<file path="config.mk">
export PLATFORM = sky130hd
export DESIGN_NAME = string_accel_avalon
export DESIGN_NICKNAME = d
export VERILOG_FILES = /design/src/rtl/string_accel_avalon.sv
export SDC_FILE = /design/constraint.sdc
export NUM_CORES = 1
export LEC_CHECK = 0
export ABC_AREA = 0
export CORE_UTILIZATION = 32
export CTS_CLUSTER_DIAMETER = 50
export CTS_CLUSTER_SIZE = 14
export DETAILED_ROUTE_END_ITERATION = 12
export GPL_TIMING_DRIVEN = 0
export PLACE_DENSITY = 0.53
export SLEW_MARGIN = 20
export SYNTH_ARGS = -nofsm -noshare
export SYNTH_HDL_FRONTEND = slang
export SYNTH_SLANG_ARGS = --single-unit
</file>
<file path="constraint.sdc">
create_clock -name clk -period 9.62 [get_ports clk]
set_input_delay 1.924 -clock clk [delete_from_list [all_inputs] [get_ports clk]]
set_output_delay 1.924 -clock clk [all_outputs]
set_load 0.05 [all_outputs]
</file>
<file path="src/rtl/string_accel_avalon.sv">
// Avalon-MM string coprocessor: CPU fills a byte buffer, then runs STRLEN, TOUPPER
// or COUNT_CHAR over it one byte per cycle and collects the result by polling or IRQ.
module string_accel_avalon #(
  parameter int unsigned DEPTH = 64,
  parameter int unsigned AW    = 6
) (
  input  logic        clk,
  input  logic        reset_n,
  input  logic [2:0]  address,
  input  logic        chipselect,
  input  logic        read,
  input  logic        write,
  input  logic [31:0] writedata,
  output logic [31:0] readdata,
  output logic        irq
);

  localparam int unsigned FW = AW + 1;

  localparam logic [2:0] A_CTRL    = 3'd0;
  localparam logic [2:0] A_STATUS  = 3'd1;
  localparam logic [2:0] A_CHAR    = 3'd2;
  localparam logic [2:0] A_RESULT  = 3'd3;
  localparam logic [2:0] A_BUFDATA = 3'd4;

  localparam logic [1:0] OP_STRLEN  = 2'd0;
  localparam logic [1:0] OP_TOUPPER = 2'd1;
  localparam logic [1:0] OP_COUNT   = 2'd2;
  localparam logic [1:0] OP_NOP     = 2'd3;

  typedef enum logic [1:0] {S_IDLE, S_RUN, S_FIN} state_t;

  state_t        state, state_d;
  logic [7:0]    buf_mem [DEPTH];
  logic [FW-1:0] fill;
  logic [AW-1:0] rd_ptr;
  logic [AW-1:0] idx;
  logic [FW-1:0] result;
  logic [1:0]    op;
  logic [7:0]    char_reg;
  logic          irq_en;
  logic          done;
  logic          overflow;

  logic          idle, busy;
  logic          wr_ctrl, wr_status, wr_char, wr_buf, rd_buf;
  logic          start_acc, clear_acc;
  logic [FW-1:0] fill_start;
  logic [7:0]    cur_byte;
  logic          is_lower, last, term, hit;
  logic          done_set, result_inc;
  logic          buf_we;
  logic [AW-1:0] buf_waddr;
  logic [7:0]    buf_wdata;
  logic          done_d, irq_en_d, irq_d;
  logic [31:0]   rd_mux;

  assign idle      = (state == S_IDLE);
  assign busy      = ~idle;
  assign wr_ctrl   = chipselect & write & (address == A_CTRL);
  assign wr_status = chipselect & write & (address == A_STATUS);
  assign wr_char   = chipselect & write & (address == A_CHAR);
  assign wr_buf    = chipselect & write & (address == A_BUFDATA) & idle;
  assign rd_buf    = chipselect & read  & (address == A_BUFDATA) & idle;
  assign start_acc = wr_ctrl & writedata[0] & idle;
  assign clear_acc = wr_ctrl & writedata[3] & idle;
  // Clear lands before a simultaneous start, so the start sees an empty buffer
  assign fill_start = clear_acc ? '0 : fill;

  assign cur_byte = buf_mem[idx];
  assign is_lower = (cur_byte >= 8'h61) && (cur_byte <= 8'h7A);
  assign last     = ({1'b0, idx} == (fill - FW'(1)));
  assign term     = (op == OP_STRLEN) && (cur_byte == 8'h00);

  always_comb begin
    hit = 1'b0;
    case (op)
      OP_STRLEN:  hit = (cur_byte != 8'h00);
      OP_TOUPPER: hit = is_lower;
      OP_COUNT:   hit = (cur_byte == char_reg);
      default:    hit = 1'b0;
    endcase
  end

  // State register
  always_ff @(posedge clk) begin
    if (!reset_n) state <= S_IDLE;
    else          state <= state_d;
  end

  // Next state; the STRLEN terminator cycle doubles as the finishing cycle
  always_comb begin
    state_d = state;
    case (state)
      S_IDLE: begin
        if (start_acc) begin
          if ((fill_start == '0) || (writedata[2:1] == OP_NOP)) state_d = S_FIN;
          else                                                  state_d = S_RUN;
        end
      end
      S_RUN: begin
        if (term)      state_d = S_IDLE;
        else if (last) state_d = S_FIN;
      end
      S_FIN:   state_d = S_IDLE;
      default: state_d = S_IDLE;
    endcase
  end

  // Outputs: completion, buffer write port and next values of done/irq
  always_comb begin
    done_set   = 1'b0;
    result_inc = 1'b0;
    buf_we     = 1'b0;
    buf_waddr  = fill[AW-1:0];
    buf_wdata  = writedata[7:0];
    case (state)
      S_IDLE: begin
        buf_we = wr_buf && (fill != FW'(DEPTH));
      end
      S_RUN: begin
        result_inc = hit;
        done_set   = term;
        if ((op == OP_TOUPPER) && is_lower) begin
          buf_we    = 1'b1;
          buf_waddr = idx;
          buf_wdata = cur_byte - 8'h20;
        end
      end
      S_FIN:   done_set = 1'b1;
      default: ;
    endcase

    done_d = done;
    if (wr_status && writedata[1]) done_d = 1'b0;
    if (start_acc)                 done_d = 1'b0;
    if (done_set)                  done_d = 1'b1;
    irq_en_d = wr_ctrl ? writedata[4] : irq_en;
    irq_d    = done_d & irq_en_d;
  end

  always_comb begin
    rd_mux = '0;
    case (address)
      A_CTRL:    rd_mux = {27'b0, irq_en, 1'b0, op, 1'b0};
      A_STATUS:  rd_mux = {16'b0, 8'(fill), 5'b0, overflow, done, busy};
      A_CHAR:    rd_mux = {24'b0, char_reg};
      A_RESULT:  rd_mux = 32'(result);
      A_BUFDATA: rd_mux = (idle && (fill != '0)) ? {24'b0, buf_mem[rd_ptr]} : 32'b0;
      default:   rd_mux = '0;
    endcase
  end

  // Buffer storage has no reset
  always_ff @(posedge clk) begin
    if (reset_n && buf_we) buf_mem[buf_waddr] <= buf_wdata;
  end

  always_ff @(posedge clk) begin
    if (!reset_n) begin
      readdata <= '0;
      irq      <= 1'b0;
      done     <= 1'b0;
      irq_en   <= 1'b0;
      overflow <= 1'b0;
      fill     <= '0;
      rd_ptr   <= '0;
      idx      <= '0;
      result   <= '0;
      op       <= OP_STRLEN;
      char_reg <= '0;
    end else begin
      readdata <= (chipselect && read) ? rd_mux : 32'b0;
      irq      <= irq_d;
      done     <= done_d;
      irq_en   <= irq_en_d;
      if (wr_char) char_reg <= writedata[7:0];

      if (clear_acc)                       overflow <= 1'b0;
      else if (wr_buf && (fill == FW'(DEPTH))) overflow <= 1'b1;
      else if (wr_status && writedata[2])  overflow <= 1'b0;

      if (clear_acc)                            fill <= '0;
      else if (wr_buf && (fill != FW'(DEPTH)))  fill <= fill + FW'(1);

      // Read pointer parks on the last valid byte
      if (clear_acc || start_acc)
        rd_ptr <= '0;
      else if (rd_buf && (fill != '0) && (({1'b0, rd_ptr} + FW'(1)) < fill))
        rd_ptr <= rd_ptr + AW'(1);

      if (start_acc) begin
        op     <= writedata[2:1];
        idx    <= '0;
        result <= '0;
      end else if (state == S_RUN) begin
        idx <= idx + AW'(1);
        if (result_inc) result <= result + FW'(1);
      end
    end
  end

endmodule

</file>
==> flow_metrics.py, run 1 <==
metrics = {
    "status": {
        "status": "complete, no violations",
    },
    "clock_tree": {
        "clkTransAtPathRegs_ps": 70,
        "clkLatencyLatePin_ps": 620,
        "numCtsBuffers": 68,
        "ctsResizeCount": 0,
        "htreeDepth": 3,
        "cts_buffer_depth": 3,
        "postCtsHoldBufs": 0,
        "cts_root_buffer": "clkbuf_16",
        "cts_tree": "done",
        "cts.sinks": 581,
        "cts_setup_buffers": 0,
    },
    "critical_path": {
        "end_kind": "flip-flop",
        "max_stage_delay_ps": 1070,
        "critPathLaunchType": "flip-flop",
        "cp_data_required_time_ps": 9840,
        "crit_chain": "buf_2, buf_2, buf_1, mux2i_1, mux2i_1, a21oi_1, nand2_1, a311oi_4, buf_2, a41oi_2, nor2_1",
        "cpMostUsedCell": "buf_2",
        "critical_path_arrival_ps": 6930,
        "cp_max_fo": 10,
        "critical_path_class": "flip-flop to flip-flop",
        "crit_path_top_delay_cell": "nor2_1",
    },
    "placed_design": {
        "hpwl_um": 71000,
        "port_buffers": 30,
        "gp_congestion": 0.934,
        "place_area_mm2": 0.0302,
    },
    "power_and_ir_drop": {
        "power_mw": 5.57,
        "p_int_mw": 4.36,
        "power_frac_comb_pct": 2.1,
        "p_leak_nw": 9.70,
        "pwr-share-seq_pct": 49.2,
        "p_switching_mw": 1.22,
        "p_clk_share_pct": 48.8,
        "power.density_mw_per_mm2": 171,
        "vdd_ir_drop_max_uv": 107,
        "switching_share_pct": 21.8,
    },
    "synthesis": {
        "synth_simple_gate_area_share_pct": 5.80,
        "synth_fa_ha_area_share_pct": 0.716,
        "synth.most_common_cell": "edfxtp_1",
        "yosys-top-cells-area": "edfxtp_1, mux4_2, dfxtp_1",
        "synth.area.mux_share_pct": 25.6,
        "synth_edf_count": 512,
        "synth_warnings": 0,
        "synthCells": 1645,
        "synth_seq_cells": 581,
        "synth-xor-area-share_pct": 1.07,
        "yosysTopAreaCell": "edfxtp_1",
        "syn_area_mm2": 0.0279,
        "syn-mean-instance-area_um2": 17.0,
        "synth_top_cell_area_share_pct": 55.0,
        "synth.distinct_cells": 77,
        "synthArstFlopShare_pct": 0,
        "synth_common_cells": "edfxtp_1, mux4_2, nor2_1",
        "synth-compound-area-share_pct": 4.08,
        "synth_top_family_by_area": "multiplexers",
        "ys.flop_type": "edfxtp_1",
        "yosysSeqAreaShare_pct": 60.0,
    },
    "sta": {
        "min_period_ps": 6710,
        "fin_crit_sh_pct": 69.8,
        "maxSlewHeadroom_pct": 17.4,
        "setup_viol": 0,
        "fmax_mhz": 149,
        "worst_pin_slew_ps": 1230,
        "final_hold_viol_count": 0,
        "rsz0062_at_grt": "false",
        "fin_setup_tns_ps": 0,
        "slew_violations": 0,
        "clock_skew_ps": 23.7,
    },
    "final_layout": {
        "stdcell_area_mm2": 0.0325,
        "drive_gt1_share_pct": 29.1,
        "diodes": 0,
        "area_delta_synth_final_pct": 16.5,
        "fin_nets": 1832,
        "largest_reg_flops": 512,
    },
    "floorplan": {
        "die_x_um": 297,
        "die_area_mm2": 0.0885,
        "core-area_mm2": 0.0866,
        "die_y_um": 297,
        "initial_core_util_pct": 32.3,
        "ios": 73,
        "rows": 108,
    },
    "drt": {
        "drt-initial-drc-count": 2298,
        "drc": 0,
        "drt_wl_total_um": 99500,
        "vias_per_cell": 5.92,
        "vias": 17600,
        "wire_per_inst_um": 33.4,
        "detail-route-antenna-nets": 0,
        "dr.pass1.iters": 5,
    },
    "grt": {
        "antenna_found_initial": 1,
        "global_route.usage.total_pct": 22.5,
        "overflow": 0,
        "grt_pass1_vias": 17500,
        "grt_first_pass_wirelength_um": 139000,
        "grt_max_degree": 65,
    },
    "flow_run": {
        "drv_cap": 0,
    },
    "worst_hold_path": {
        "holdCritPathClass": "flip-flop to flip-flop",
    },
}
==> worst paths after layout <==
path / start / endpoint / slack, ps / depth (start not counted)
worst min register to register: result[6]$_SDFFE_PP0P_ / result[6]$_SDFFE_PP0P_ / 500 / 2
worst max register to register: flip-flop / buf_mem[5][5]$_DFFE_PP_ / 2910 / 11
worst max-delay path: flip-flop / buf_mem[5][5]$_DFFE_PP_ / 2910 / 11
worst min-delay path: result[6]$_SDFFE_PP0P_ / result[6]$_SDFFE_PP0P_ / 500 / 2
==> layout make-up <==
class / instances / area, um^2
clock inverter: 49 / 587
clock buffer: 71 / 1730
sequential: 581 / 16800
buffer: 127 / 721
multi-input combinational: 934 / 10600
fill: 7949 / 54100
inverter: 19 / 71.3
timing repair buffer: 45 / 621
tap: 1155 / 1450
==> placed cells by master (no fill, tap or decap), drive strengths merged, types with 19 or more instances in the layout <==
master,synthesis,final
nor3,19,19
nor2b,22,22
clkdlybuf4s50,0,30
clkinv,2,19
o21ai,20,20
edfxtp,512,512
a22oi,34,34
buf,83,96
mux2i,100,100
nor2,121,121
inv,17,33
clkbuf,44,117
nand3,29,29
nand2,53,53
dfxtp,69,69
mux4,268,268
a21oi,49,49
==> worst max-delay path: cells and delay by family (launching register included) <==
| kind | cells | cell delay (ps) |
|---|---|---|
| buffers and inverters | 4 | 1970 |
| AOI/OAI and AO/OA | 3 | 1660 |
| muxes | 2 | 670 |
| and+or+nand+nor | 2 | 1290 |
| DFF | 1 | 680 |
==> layer usage <==
layer	up-vias	routed length [um]	track usage [%]	part of all wire [%]
met5	-	0	0	0
met2	1150	45300	34.7	46
met1	9253	39600	30.0	40
met4	0	5070	10.9	5.1
li1	6999	-	-	-
met3	247	9590	5.02	9.6
==> power by group through the flow <==
stage	clock network (mW)	logic [mW]	registers (mW)
after detailed placement	0	0.114	2.80
after CTS	2.74	0.114	2.74
after floorplan	0	0.0587	2.80
after global placement	0	0.0936	2.80
after global routing	2.83	0.121	2.74
final	2.72	0.116	2.74
==> logic make-up after synthesis <==
logic type | count (synthesis)
fa+ha+maj | 16
compound gates | 159
mux | 378
flops | 581
simple gates | 330
buf+inv | 146
other cells | 1
xor+xnor | 34
==> per-stage QoR <==
step | worst slack (ps) | std cells | hold WS [ps] | util (%)
floorplan | 4260 | 1661 | 452 | -
global placement | -351 | 2846 | 466 | 34.3
detailed placement | 3200 | 2861 | 489 | 34.9
CTS | 3200 | 2981 | 497 | 37.6
global route | 2960 | 2981 | 531 | 37.6
finish | 2910 | 2981 | 496 | 37.6
Note: power is estimated with default switching activity, not from simulation.
==> inputs of run 2 (changes only) <==
==> constraint.sdc (replaced) <==
create_clock -name clk -period 6.7 [get_ports clk]
set_input_delay 1.34 -clock clk [delete_from_list [all_inputs] [get_ports clk]]
set_output_delay 1.34 -clock clk [all_outputs]
set_load 0.05 [all_outputs]
==> results of run 2 <==
The final DEF is identical to that of run 1. Status: complete, but fails checks: negative setup slack.
Among the figures that moved: setup slack after placement 3200 ps -> 280 ps; setup slack after layout 2910 ps -> -14.5 ps; setup TNS 0 ps -> -63.6 ps; number of setup violations in the final report 0 -> 7; register-to-register setup slack 2910 ps -> -10 ps; total power 5.57 mW -> 8.00 mW; worst IR drop on VDD 107 uV -> 153 uV
==> inputs of run 3 (changes only) <==
--- a/config.mk
+++ b/config.mk
@@ -6,6 +6,7 @@
 export NUM_CORES = 1
 export LEC_CHECK = 0
 export ABC_AREA = 0
+export ABC_CLOCK_PERIOD_IN_PS = 6700
 export CORE_UTILIZATION = 32
 export CTS_CLUSTER_DIAMETER = 50
 export CTS_CLUSTER_SIZE = 14
==> results of run 3 <==
The final DEF is identical to that of run 1. Status: complete, but fails checks: negative setup slack.
Among the figures that moved: setup slack after placement 3200 ps -> 280 ps; setup slack after layout 2910 ps -> -14.5 ps; setup TNS 0 ps -> -63.6 ps; number of setup violations in the final report 0 -> 7; register-to-register setup slack 2910 ps -> -10 ps; total power 5.57 mW -> 8.00 mW; worst IR drop on VDD 107 uV -> 153 uV
